[src/rtl/riscv_ifetch_pkg.sv]
// Shared RV32I front-end definitions: system-instruction encodings, fetch FSM states, IF/ID payload.
// Default memory geometry and reset vector, used when the core top instantiates the fetch stage.
package riscv_defs;

    localparam int          IF_NB_ADDR    = 32;
    localparam int          IF_NB_INSTR   = 32;
    localparam int          IF_IMEM_DEPTH = 256;
    localparam logic [31:0] IF_RESET_PC   = 32'h0000_0000;

    localparam logic [31:0] NOP_INSTR    = 32'h0000_0013;
    localparam logic [31:0] ECALL_INSTR  = 32'h0000_0073;
    localparam logic [31:0] EBREAK_INSTR = 32'h0010_0073;

    typedef enum logic [1:0] {IF_BOOT, IF_RUN, IF_HALT} ifetch_state_t;

    typedef struct packed {
        logic [31:0] instr;
        logic [31:0] pc;
        logic [31:0] pc_plus4;
        logic        valid;
    } if_id_t;

endpackage

[src/rtl/riscv_ifetch.sv]
// Fetch stage: owns the PC and addresses the synchronous imem with next_pc, so the read data always matches pc_q.
// One cycle from address to o_instr; stall holds the PC (the same word is re-read), redirect kills the current slot.
module riscv_ifetch
    import riscv_defs::*;
#(
    parameter int                 NB_ADDR    = IF_NB_ADDR,
    parameter int                 NB_INSTR   = IF_NB_INSTR,
    parameter int                 IMEM_DEPTH = IF_IMEM_DEPTH,
    parameter logic [NB_ADDR-1:0] RESET_PC   = IF_RESET_PC
) (
    input  logic                          i_clock,
    input  logic                          i_reset,
    input  logic                          i_stall,
    input  logic                          i_redirect,
    input  logic [NB_ADDR-1:0]            i_redirect_pc,
    output logic [$clog2(IMEM_DEPTH)-1:0] o_imem_addr,
    input  logic [NB_INSTR-1:0]           i_imem_data,
    output logic [NB_INSTR-1:0]           o_instr,
    output logic [NB_ADDR-1:0]            o_pc,
    output logic [NB_ADDR-1:0]            o_pc_plus4,
    output logic                          o_valid,
    output logic                          o_halted,
    output logic                          o_fault,
    output logic [31:0]                   o_fetch_count
);

    localparam int                 AW       = $clog2(IMEM_DEPTH);
    localparam logic [NB_ADDR-1:0] PC_LIMIT = NB_ADDR'(IMEM_DEPTH * 4);

    ifetch_state_t      state_q;
    logic [NB_ADDR-1:0] pc_q;
    logic [NB_ADDR-1:0] next_pc;
    logic               halted_q;
    logic               fault_q;
    logic [31:0]        count_q;

    logic   fault_now;
    logic   out_valid;
    logic   accept;
    logic   is_system;
    logic   halt_now;
    if_id_t if_id;

    // The range check fires before a wrapped pc+4 could ever be fetched.
    assign fault_now = (state_q == IF_RUN) &&
                       ((pc_q[1:0] != 2'b00) || (pc_q >= PC_LIMIT));
    assign out_valid = (state_q == IF_RUN) && !fault_now && !i_redirect;
    assign accept    = out_valid && !i_stall;
    assign is_system = (i_imem_data == ECALL_INSTR) || (i_imem_data == EBREAK_INSTR);
    assign halt_now  = accept && is_system;

    always_comb begin
        next_pc = pc_q;
        if (i_reset) begin
            next_pc = RESET_PC;
        end else if (state_q != IF_HALT && !fault_now) begin
            if (i_redirect) begin
                next_pc = i_redirect_pc;
            end else if (state_q == IF_RUN && !i_stall && !halt_now) begin
                next_pc = pc_q + NB_ADDR'(4);
            end
        end
    end

    always_ff @(posedge i_clock) begin
        pc_q <= next_pc;
        if (i_reset) begin
            state_q  <= IF_BOOT;
            halted_q <= 1'b0;
            fault_q  <= 1'b0;
            count_q  <= '0;
        end else begin
            if (accept) begin
                count_q <= count_q + 32'd1;
            end
            case (state_q)
                IF_BOOT: state_q <= IF_RUN;
                IF_RUN: begin
                    if (fault_now) begin
                        fault_q <= 1'b1;
                        state_q <= IF_HALT;
                    end else if (halt_now) begin
                        halted_q <= 1'b1;
                        state_q  <= IF_HALT;
                    end
                end
                default: state_q <= IF_HALT;
            endcase
        end
    end

    always_comb begin
        if_id.instr    = out_valid ? i_imem_data : NOP_INSTR;
        if_id.pc       = pc_q;
        if_id.pc_plus4 = pc_q + NB_ADDR'(4);
        if_id.valid    = out_valid;
    end

    assign o_imem_addr   = next_pc[2 +: AW];
    assign o_instr       = if_id.instr;
    assign o_pc          = if_id.pc;
    assign o_pc_plus4    = if_id.pc_plus4;
    assign o_valid       = if_id.valid;
    assign o_halted      = halted_q;
    assign o_fault       = fault_q || fault_now;
    assign o_fetch_count = count_q;

endmodule
[config.mk]
export PLATFORM = sky130hd
export DESIGN_NAME = riscv_ifetch
export DESIGN_NICKNAME = d
export VERILOG_FILES = /design/src/rtl/riscv_ifetch_pkg.sv /design/src/rtl/riscv_ifetch.sv
export SDC_FILE = /design/constraint.sdc
export NUM_CORES = 1
export LEC_CHECK = 0
export ABC_AREA = 1
export BUFFER_PORTS_ARGS = -buffer_cell sky130_fd_sc_hd__buf_2
export CORE_MARGIN = 4
export CORE_UTILIZATION = 52
export CTS_BUF_LIST = sky130_fd_sc_hd__clkbuf_16
export DETAILED_ROUTE_END_ITERATION = 12
export PLACE_DENSITY = 0.87
export SLEW_MARGIN = 40
export SYNTH_ARGS = -nofsm -noshare
export SYNTH_HDL_FRONTEND = slang
export SYNTH_SLANG_ARGS = --single-unit
[constraint.sdc]
create_clock -name i_clock -period 3.3 [get_ports i_clock]
set_input_delay 0.66 -clock i_clock [delete_from_list [all_inputs] [get_ports i_clock]]
set_output_delay 0.66 -clock i_clock [all_outputs]
set_load 0.01 [all_outputs]
==> flow_summary.toml, run 1 <==
[finish]
fillerInstances = 818
layout.cells.most_common = "sky130_fd_sc_hd__buf_2"
stdcell_count = 1070
final_net_count = 1028
n_antenna_cell = 0
post_route_cells_drive_above_1_share_pct = 27.1
layout-area-overhead-vs-synth_pct = 29.4
layout.cells.most_common_list = "sky130_fd_sc_hd__buf_2 (206), sky130_fd_sc_hd__nand2_1 (197), sky130_fd_sc_hd__nor2_1 (127)"

[floorplanning]
die-width_um = 103
io_pins = 207
effective_utilization_at_floorplan_pct = 53.4
die_area_mm2 = 0.0105
core-area_mm2 = 0.00872
die-height_um = 103
placement_rows = 34

[global_routing]
antenna_violations_before_repair = 0
global_route_wire_length_before_repair_mm = 21.7
grt_pass1_vias = 4651
met2_usage_pct = 45.2
grt_start_max_net_pins = 45
grt_util_met1_pct = 31.4
met3_usage_pct = 4.74
global_route.peak_usage_layer = "met2"
global_route.usage.total_pct = 25.6
grt.overflow.total = 0

[detailed_routing]
drcViolationCount = 0
postRouteWirelength_mm = 14.1
vias_per_cell = 5.03
detailed_route_wire_length_per_cell_um = 13.2
routed-via-count = 5378
first_iter_violations = 217
antenna_left = 0
detailedRoute.firstPassIterationCount = 5

[clock_tree]
max-clock-path-buffers = 2
htree_levels = 3
clock_sinks = 68
postCtsHoldBufs = 0
cts_setup_buffers = 0
cts_made_buffers = 9
cts_tree = "yes"
clkTransAtPathRegs_ps = 50
root_buffer = "sky130_fd_sc_hd__clkbuf_16"
clock_insertion_delay_worst_skew_ps = 330
post_cts_resize_count = 0

[logic_synthesis]
adder_cell_area_share_of_the_yosys_netlist_pct = 0.806
synth-compound-area-share_pct = 8.84
synth.mux.area_fraction_pct = 0
postSynthRegisterBits = 68
seq_area_frac_synth_pct = 29.2
fraction_of_the_mapped_netlist_area_in_simple_logic_gates_pct = 40.6
syn_inst = 759
synth_top_flop_cell = "sky130_fd_sc_hd__dfxtp_1"
async_flop_share_pct = 0
post_synth_instance_area_mm2 = 0.00466
avgSynthCellArea_um2 = 6.14
synth.top_cells.by_area = "sky130_fd_sc_hd__dfxtp_1 (29%), sky130_fd_sc_hd__nand2_1 (16%), sky130_fd_sc_hd__nor2_1 (10%)"
combinational_family_with_the_most_area_after_synthesis = "simple AND/OR/NAND/NOR gates"
synth-xor-area-share_pct = 8.27
netlist.area_leader.share_pct = 29.2
synth_top_area_cell = "sky130_fd_sc_hd__dfxtp_1"
synth_enable_flop_cells = 0
yosys.cell_types.count = 36
synth.net_count = 830
ys_warn_count = 0

[placed_design]
post-dp-hpwl_mm = 10.9
io_buffers = 206
dp_cells = 1054
place_congestion = 0.945
dp_worst_setup_slack_ps = 490

[setup_path]
critical-path-top-cell-by-count = "sky130_fd_sc_hd__nand3_1"
cp.buffers_inverters = 2
r2r_setup_slack_ps = 1000
timing.critical_path.slowest_stage_cell = "sky130_fd_sc_hd__dfxtp_1"
worst_stage_delay_on_the_critical_path_ps = 400
worstSetupStartpointType = "flip-flop"
worst_path_dominant_cell_family = "simple AND/OR/NAND/NOR gates"
worst_ep_required_time_ps = 2640
worstPathArrival_ps = 2380
critical_path.endpoint_type = "output pin"
cp_cell_sequence = "ha_1, nand3_1, nor3_2, nand4_1, nor2_2, nand2_2, nor2_4, nand3_1, xor2_1, inv_1, buf_2"
worst_setup_path_category = "flip-flop to output pin"
crit_fanout = 5

[timing]
layout_worst_path_cycle_share_pct = 92.1
unrepaired_setup_endpoints_after_global_routing = "false"
timing.clock.skew_ps = 7.98
worst_pin_slew_ps = 570
setup_violations = 0
tns_ps = 0
max_clock_freq_mhz = 329
holdWs_ps = 461
slew_headroom_pct = 61.7
layout_min_cycle_time_ps = 3040
final_worst_slack_ps = 262
final-hold-violation-count = 0
report.final.slew_viol_count = 0

[power_and_ir_drop]
power.ir.vdd_worst_mv = 0.267
power.leakage_nw = 3.16
powerDensity_mw_per_mm2 = 413
post-layout-total-power_mw = 2.49

[status]
run_status = "finished clean"

[flow_run]
maxCapViolCount = 0

[hold_path]
class_of_the_most_critical_hold_timing_path = "flip-flop to flip-flop"
metal layers:
layer,vias up,share of wire (%)
li1,2759,-
met1,2375,40
met2,217,49
met3,27,8.5
met4,0,2.1
met5,-,0
state kept, by name (all words and copies together) (netlist names):
register,count
fault_q,1
state_q,2
o_halted,1
o_fetch_count,32
o_pc,32
worst register-to-register path, stage by stage (launching register included):
cell and delay (ps):
sky130_fd_sc_hd__dfxtp_1 370, sky130_fd_sc_hd__nor2_1 130, sky130_fd_sc_hd__nand2_1 70, sky130_fd_sc_hd__nor2_1 150, sky130_fd_sc_hd__nand3_2 170, sky130_fd_sc_hd__nor2_4 190
sky130_fd_sc_hd__nand3_4 170, sky130_fd_sc_hd__nand2_4 110, sky130_fd_sc_hd__nand2_4 50, sky130_fd_sc_hd__nand2_4 120, sky130_fd_sc_hd__buf_4 400, sky130_fd_sc_hd__nand2_1 130
sky130_fd_sc_hd__nand2_1 80, sky130_fd_sc_hd__nor2_1 40
metrics by stage:
stage          utilization, %  instance area [um^2]
2_1_floorplan               -                  4660
3_3_place_gp             65.6                  5720
3_5_place_dp             65.6                  5720
4_1_cts                  69.1                  6030
5_1_grt                  69.1                  6030
6_report                 69.1                  6030
Yosys cell counts (2+ instances only):
master and instances:
sky130_fd_sc_hd__nor2_2 4, sky130_fd_sc_hd__a21oi_2 6, sky130_fd_sc_hd__nor3b_1 3, sky130_fd_sc_hd__inv_1 108, sky130_fd_sc_hd__nand2_4 3, sky130_fd_sc_hd__xnor2_1 2, sky130_fd_sc_hd__xor2_1 42, sky130_fd_sc_hd__buf_6 2
sky130_fd_sc_hd__ha_1 3, sky130_fd_sc_hd__or2_2 4, sky130_fd_sc_hd__nand3b_1 2, sky130_fd_sc_hd__dfxtp_1 68, sky130_fd_sc_hd__nand2_2 8, sky130_fd_sc_hd__clkbuf_1 12, sky130_fd_sc_hd__buf_2 5, sky130_fd_sc_hd__nand4_1 21
sky130_fd_sc_hd__nor4_1 8, sky130_fd_sc_hd__nand2_1 197, sky130_fd_sc_hd__nand3_2 2, sky130_fd_sc_hd__o21ai_0 12, sky130_fd_sc_hd__nor3_1 23, sky130_fd_sc_hd__nor2_4 3, sky130_fd_sc_hd__nor3_2 2, sky130_fd_sc_hd__a21oi_1 56
sky130_fd_sc_hd__nor2_1 127, sky130_fd_sc_hd__buf_4 5, sky130_fd_sc_hd__nand3_1 22
cells by family (layout without fill, tap and decap cells):
logic type,count (synthesis),after routing
compound gates,77,77
xor+xnor,44,44
fa+ha+maj,3,3
buf+inv,136,339
flops,68,68
simple gates,431,431
report_power, final:
| part | internal, mW | switching [mW] |
|---|---|---|
| clock network | 0.652 | 0.348 |
| registers | 0.875 | 0.0731 |
| logic | 0.212 | 0.331 |
cell type report:
class	instances	area, um^2	share of cell area [%]
tap	108	135	2.24
multi-input combinational	555	2730	45.2
timing repair buffer	213	1080	18.0
clock inverter	7	83.8	1.39
sequential	68	1360	22.6
clock buffer	9	225	3.74
inverter	110	413	6.85
final timing paths:
kind	start	endpoint	cells past startpoint
hold reg to reg	fault_q	fault_q	2
setup reg to reg	o_pc[20]	o_pc[16]	13
setup / recovery	o_pc[3]	o_pc_plus4[28]	11
hold / removal	fault_q	fault_q	2
(Power assumes the default switching activity.)
==> run 2: changes to the inputs <==
--- a/config.mk
+++ b/config.mk
@@ -7,7 +7,7 @@
 export LEC_CHECK = 0
 export ABC_AREA = 1
 export BUFFER_PORTS_ARGS = -buffer_cell sky130_fd_sc_hd__buf_2
-export CORE_MARGIN = 4
+export CORE_MARGIN = 1.5
 export CORE_UTILIZATION = 52
 export CTS_BUF_LIST = sky130_fd_sc_hd__clkbuf_16
 export DETAILED_ROUTE_END_ITERATION = 12
==> flow_summary.toml, run 2 (same netlist as run 1, synthesis figures left out) <==
[timing]
layout_worst_path_cycle_share_pct = 93.5
final-hold-violation-count = 0
timing.clock.skew_ps = 12.5
tns_ps = 0
slew_headroom_pct = 66.1
unrepaired_setup_endpoints_after_global_routing = "false"
worst_pin_slew_ps = 504
report.final.slew_viol_count = 0
layout_min_cycle_time_ps = 3090
max_clock_freq_mhz = 324
setup_violations = 0

[clock_tree]
max-clock-path-buffers = 2
root_buffer = "sky130_fd_sc_hd__clkbuf_16"
cts_setup_buffers = 0
clock_sinks = 68
htree_levels = 3
clkTransAtPathRegs_ps = 60
cts_tree = "yes"
clock_insertion_delay_worst_skew_ps = 330
cts_made_buffers = 9
post_cts_resize_count = 0
postCtsHoldBufs = 0

[power_and_ir_drop]
total_switching_power_uw = 764
power.leakage_nw = 3.12
powerDensity_mw_per_mm2 = 393
power_switching_share_pct = 32.5
intPower_mw = 1.59
power.ir.vdd_worst_mv = 0.299
power_frac_seq_pct = 40.4
comb_power_share_pct = 22.9
clock_power_share_pct = 36.7

[hold_path]
class_of_the_most_critical_hold_timing_path = "flip-flop to flip-flop"

[global_routing]
grt_pass1_vias = 4949
grt.overflow.total = 0
global_route_wire_length_before_repair_mm = 22.6
global_route.usage.total_pct = 28.4
grt_start_max_net_pins = 44
antenna_violations_before_repair = 0

[setup_path]
end_point_of_the_critical_path = "o_pc_plus4[28]"
worst_setup_startpoint = "o_pc[3]"
worst_ep_required_time_ps = 2640
worstPathArrival_ps = 2430
critical_path.endpoint_type = "output pin"
crit_fanout = 5
r2r-start = "o_pc[14]"
r2r_setup_slack_ps = 1030
ff2ff_path_depth = 13
worst_setup_path_category = "flip-flop to output pin"
worstSetupStartpointType = "flip-flop"
worst_r2r_endpoint = "o_pc[13]"

[detailed_routing]
first_iter_violations = 241
vias_per_cell = 5.11
detailedRoute.firstPassIterationCount = 4
drcViolationCount = 0
postRouteWirelength_mm = 13.5
antenna_left = 0
detailed_route_wire_length_per_cell_um = 12.7
routed-via-count = 5467

[floorplanning]
die-height_um = 97.6
core-area_mm2 = 0.00872
die_area_mm2 = 0.00953
placement_rows = 34
io_pins = 207
effective_utilization_at_floorplan_pct = 53.4
die-width_um = 97.6

[finish]
fillerInstances = 806
layout.cells.most_common_list = "sky130_fd_sc_hd__buf_2 (206), sky130_fd_sc_hd__nand2_1 (197), sky130_fd_sc_hd__nor2_1 (127)"
final_util_pct = 68.7
post_route_cells_drive_above_1_share_pct = 27.3
layout-area-overhead-vs-synth_pct = 28.6
final_net_count = 1028
sequential_cell_area_mm2 = 0.00136
n_antenna_cell = 0
layout.cells.most_common = "sky130_fd_sc_hd__buf_2"
multi_input_area_mm2 = 0.00273

[flow_run]
maxCapViolCount = 0

[status]
run_status = "finished clean"

[placed_design]
io_buffers = 206
post-dp-hpwl_mm = 10.3
place_congestion = 0.914
run 2: critical path: stages, from the launching register on:
cell,delay (ps)
sky130_fd_sc_hd__dfxtp_1,430
sky130_fd_sc_hd__ha_1,240
sky130_fd_sc_hd__nand3_1,200
sky130_fd_sc_hd__nor3_2,220
sky130_fd_sc_hd__nand4_1,190
sky130_fd_sc_hd__nor2_2,170
sky130_fd_sc_hd__nand2_2,100
sky130_fd_sc_hd__nor2_4,130
sky130_fd_sc_hd__nand3_1,100
sky130_fd_sc_hd__xor2_1,150
sky130_fd_sc_hd__inv_1,50
sky130_fd_sc_hd__buf_2,130
run 2: layout make-up:
type                    count  area share (%)
clock buffers               9            3.76
clock inverters             7           0.731
inverters                 110            6.90
multi-input cells         555            45.5
flip-flops and latches     68            22.7
well taps                 108            2.26
repair buffers            213            18.1
run 2: power by group through the flow:
stage	Clock (mW)	Sequential (mW)	Combinational [mW]
finish	0.864	0.949	0.539
CTS	0.882	0.947	0.538
global route	0.922	0.957	0.603
detailed placement	0	0.965	0.536
global placement	0	0.964	0.529
floorplan	0	0.972	0.334
run 2: through the flow:
step	power [mW]	area (um^2)	hold WS (ps)	setup slack [ps]	cells
floorplan	1.31	4660	436	777	759
global placement	1.49	5720	443	525	1054
detailed placement	1.50	5720	459	477	1054
CTS	2.37	5990	467	223	1070
global route	2.48	5990	491	60.5	1070
finish	2.35	5990	466	213	1070
run 2: per-layer routing:
layer	vias to the layer above	part of all wire (%)	GRT usage, %	wire [um]
li1	2768	-	-	-
met1	2401	41	35.1	5610
met2	261	48	49.4	6510
met3	37	7.8	4.60	1050
met4	0	2.8	10.3	379
met5	-	0	0	0
run 2: worst min path at each step:
stage / startpoint / endpoint / slack (ps) / depth (start not counted)
finish: fault_q / fault_q / 470 / 2
global route: fault_q / fault_q / 490 / 2
CTS: fault_q / fault_q / 470 / 2
detailed placement: fault_q / fault_q / 460 / 2
global placement: o_halted / o_halted / 440 / 1
floorplan: fault_q / fault_q / 440 / 2
==> run 3: changes to the inputs <==
--- a/config.mk
+++ b/config.mk
@@ -11,6 +11,7 @@
 export CORE_UTILIZATION = 52
 export CTS_BUF_LIST = sky130_fd_sc_hd__clkbuf_16
 export DETAILED_ROUTE_END_ITERATION = 12
+export GPL_TIMING_DRIVEN = 0
 export PLACE_DENSITY = 0.87
 export SLEW_MARGIN = 40
 export SYNTH_ARGS = -nofsm -noshare
==> flow_summary.toml, run 3 (same netlist as run 1, synthesis figures left out) <==
[status]
run_status = "finished clean"

[finish]
multi_input_area_mm2 = 0.00273
final_net_count = 1048
sequential_cell_area_mm2 = 0.00136
fillerInstances = 769
layout-area-overhead-vs-synth_pct = 32.1
final_util_pct = 70.5
n_antenna_cell = 0
layout.cells.most_common = "sky130_fd_sc_hd__buf_2"
post_route_cells_drive_above_1_share_pct = 27.5
layout.cells.most_common_list = "sky130_fd_sc_hd__buf_2 (211), sky130_fd_sc_hd__nand2_1 (197), sky130_fd_sc_hd__nor2_1 (127)"

[floorplanning]
core-area_mm2 = 0.00872
die-width_um = 97.6
placement_rows = 34
effective_utilization_at_floorplan_pct = 53.4
die_area_mm2 = 0.00953
io_pins = 207
die-height_um = 97.6

[setup_path]
worst_r2r_endpoint = "o_fetch_count[28]"
r2r_setup_slack_ps = 1240
crit_fanout = 10
r2r-start = "o_fetch_count[0]"
worst_setup_startpoint = "o_pc[11]"
end_point_of_the_critical_path = "o_imem_addr[1]"
critical_path.endpoint_type = "output pin"
worst_setup_path_category = "flip-flop to output pin"
cp.buffers_inverters = 2
critical-path-top-cell-by-count = "sky130_fd_sc_hd__nand2_4"
cp.depth = 13
cp_cell_sequence = "nor2_1, nand2_1, nor2_1, nand3_2, nor2_4, nand3_4, nand2_4, nand2_4, nand2_4, buf_12, nand2_2, a21oi_2, buf_2"
worst_path_dominant_cell_family = "simple AND/OR/NAND/NOR gates"
timing.critical_path.slowest_stage_cell = "sky130_fd_sc_hd__dfxtp_1"
worst_stage_delay_on_the_critical_path_ps = 380
worstPathArrival_ps = 2440
ff2ff_path_depth = 8
worstSetupStartpointType = "flip-flop"
worst_ep_required_time_ps = 2640

[placed_design]
place_congestion = 0.986
post-dp-hpwl_mm = 11.1
io_buffers = 206
dp_worst_setup_slack_ps = 268

[timing]
timing.clock.skew_ps = 7.72
tns_ps = 0
layout_worst_path_cycle_share_pct = 93.8
max_clock_freq_mhz = 323
report.final.slew_viol_count = 0
final-hold-violation-count = 0
worst_pin_slew_ps = 716
final_worst_slack_ps = 204
slew_headroom_pct = 52.3
layout_min_cycle_time_ps = 3100
setup_violations = 0
unrepaired_setup_endpoints_after_global_routing = "false"

[detailed_routing]
routed-via-count = 5512
detailed_route_wire_length_per_cell_um = 13.1
postRouteWirelength_mm = 14.3
vias_per_cell = 5.06
detailedRoute.firstPassIterationCount = 5
first_iter_violations = 292
drcViolationCount = 0
antenna_left = 0

[clock_tree]
htree_levels = 3
clock_sinks = 68
max-clock-path-buffers = 2
cts_tree = "yes"
clkTransAtPathRegs_ps = 50
root_buffer = "sky130_fd_sc_hd__clkbuf_16"
clock_insertion_delay_worst_skew_ps = 340
cts_made_buffers = 9

[global_routing]
global_route.usage.total_pct = 30.2
global_route_wire_length_before_repair_mm = 23.6
grt.overflow.total = 0
antenna_violations_before_repair = 0
grt_pass1_vias = 5215
grt_start_max_net_pins = 13

[power_and_ir_drop]
power.ir.vdd_worst_mv = 0.266
powerDensity_mw_per_mm2 = 414
power.leakage_nw = 3.22

[flow_run]
maxCapViolCount = 0

[hold_path]
class_of_the_most_critical_hold_timing_path = "flip-flop to flip-flop"
[run 3: routing by layer]
metal  up-vias  share of wire, %  GRT usage [%]
met5         -                 0              0
met4         0               2.7           13.6
met3        37               7.4           5.61
met2       227                49           52.6
met1      2452                41           35.9
li1       2796                 -              -
[run 3: cell type report]
cell class	instances	area share, %
buffer	26	2.56
clock buffer	9	3.66
clock inverter	7	1.46
inverter	110	6.71
multi-input combinational	555	44.4
sequential	68	22.1
tap	108	2.20
timing repair buffer	207	16.9
[run 3: worst min-delay path, cell delays in order (launching register included)]
cell,delay (ps)
sky130_fd_sc_hd__dfxtp_1,290
sky130_fd_sc_hd__inv_1,60
sky130_fd_sc_hd__a21oi_1,60
[run 3: power by group]
group / leakage, nW / switching (mW) / internal [mW]
Combinational: 2.51 / 0.339 / 0.232
Clock: 0.155 / 0.364 / 0.658
Sequential: 0.555 / 0.0759 / 0.874
Total: 3.22 / 0.779 / 1.76
[run 3: what timing repair did]
| action | CTS | global route |
|---|---|---|
| resized for setup | 0 | 1 |
| setup buffers | 0 | 1 |
| hold buffers | 0 | 0 |
| setup endpoints to repair | 0 | 1 |
[run 3: worst min path at each step]
stage / from / end / slack, ps / depth (start not counted)
after floorplan: fault_q / fault_q / 440 / 2
after global placement: o_halted / o_halted / 440 / 1
after detailed placement: fault_q / fault_q / 450 / 2
after CTS: fault_q / fault_q / 460 / 2
after global routing: fault_q / fault_q / 490 / 2
final: fault_q / fault_q / 450 / 2
[run 3: through the flow]
stage                     hold WS [ps]  std cells  area, um^2  power (mW)
after CTS                          455       1089        6140        2.56
after floorplan                    436        759        4660        1.31
after global placement             442       1073        5820        1.52
after detailed placement           447       1073        5820        1.53
final                              453       1090        6150        2.54
after global routing               488       1090        6150        2.67
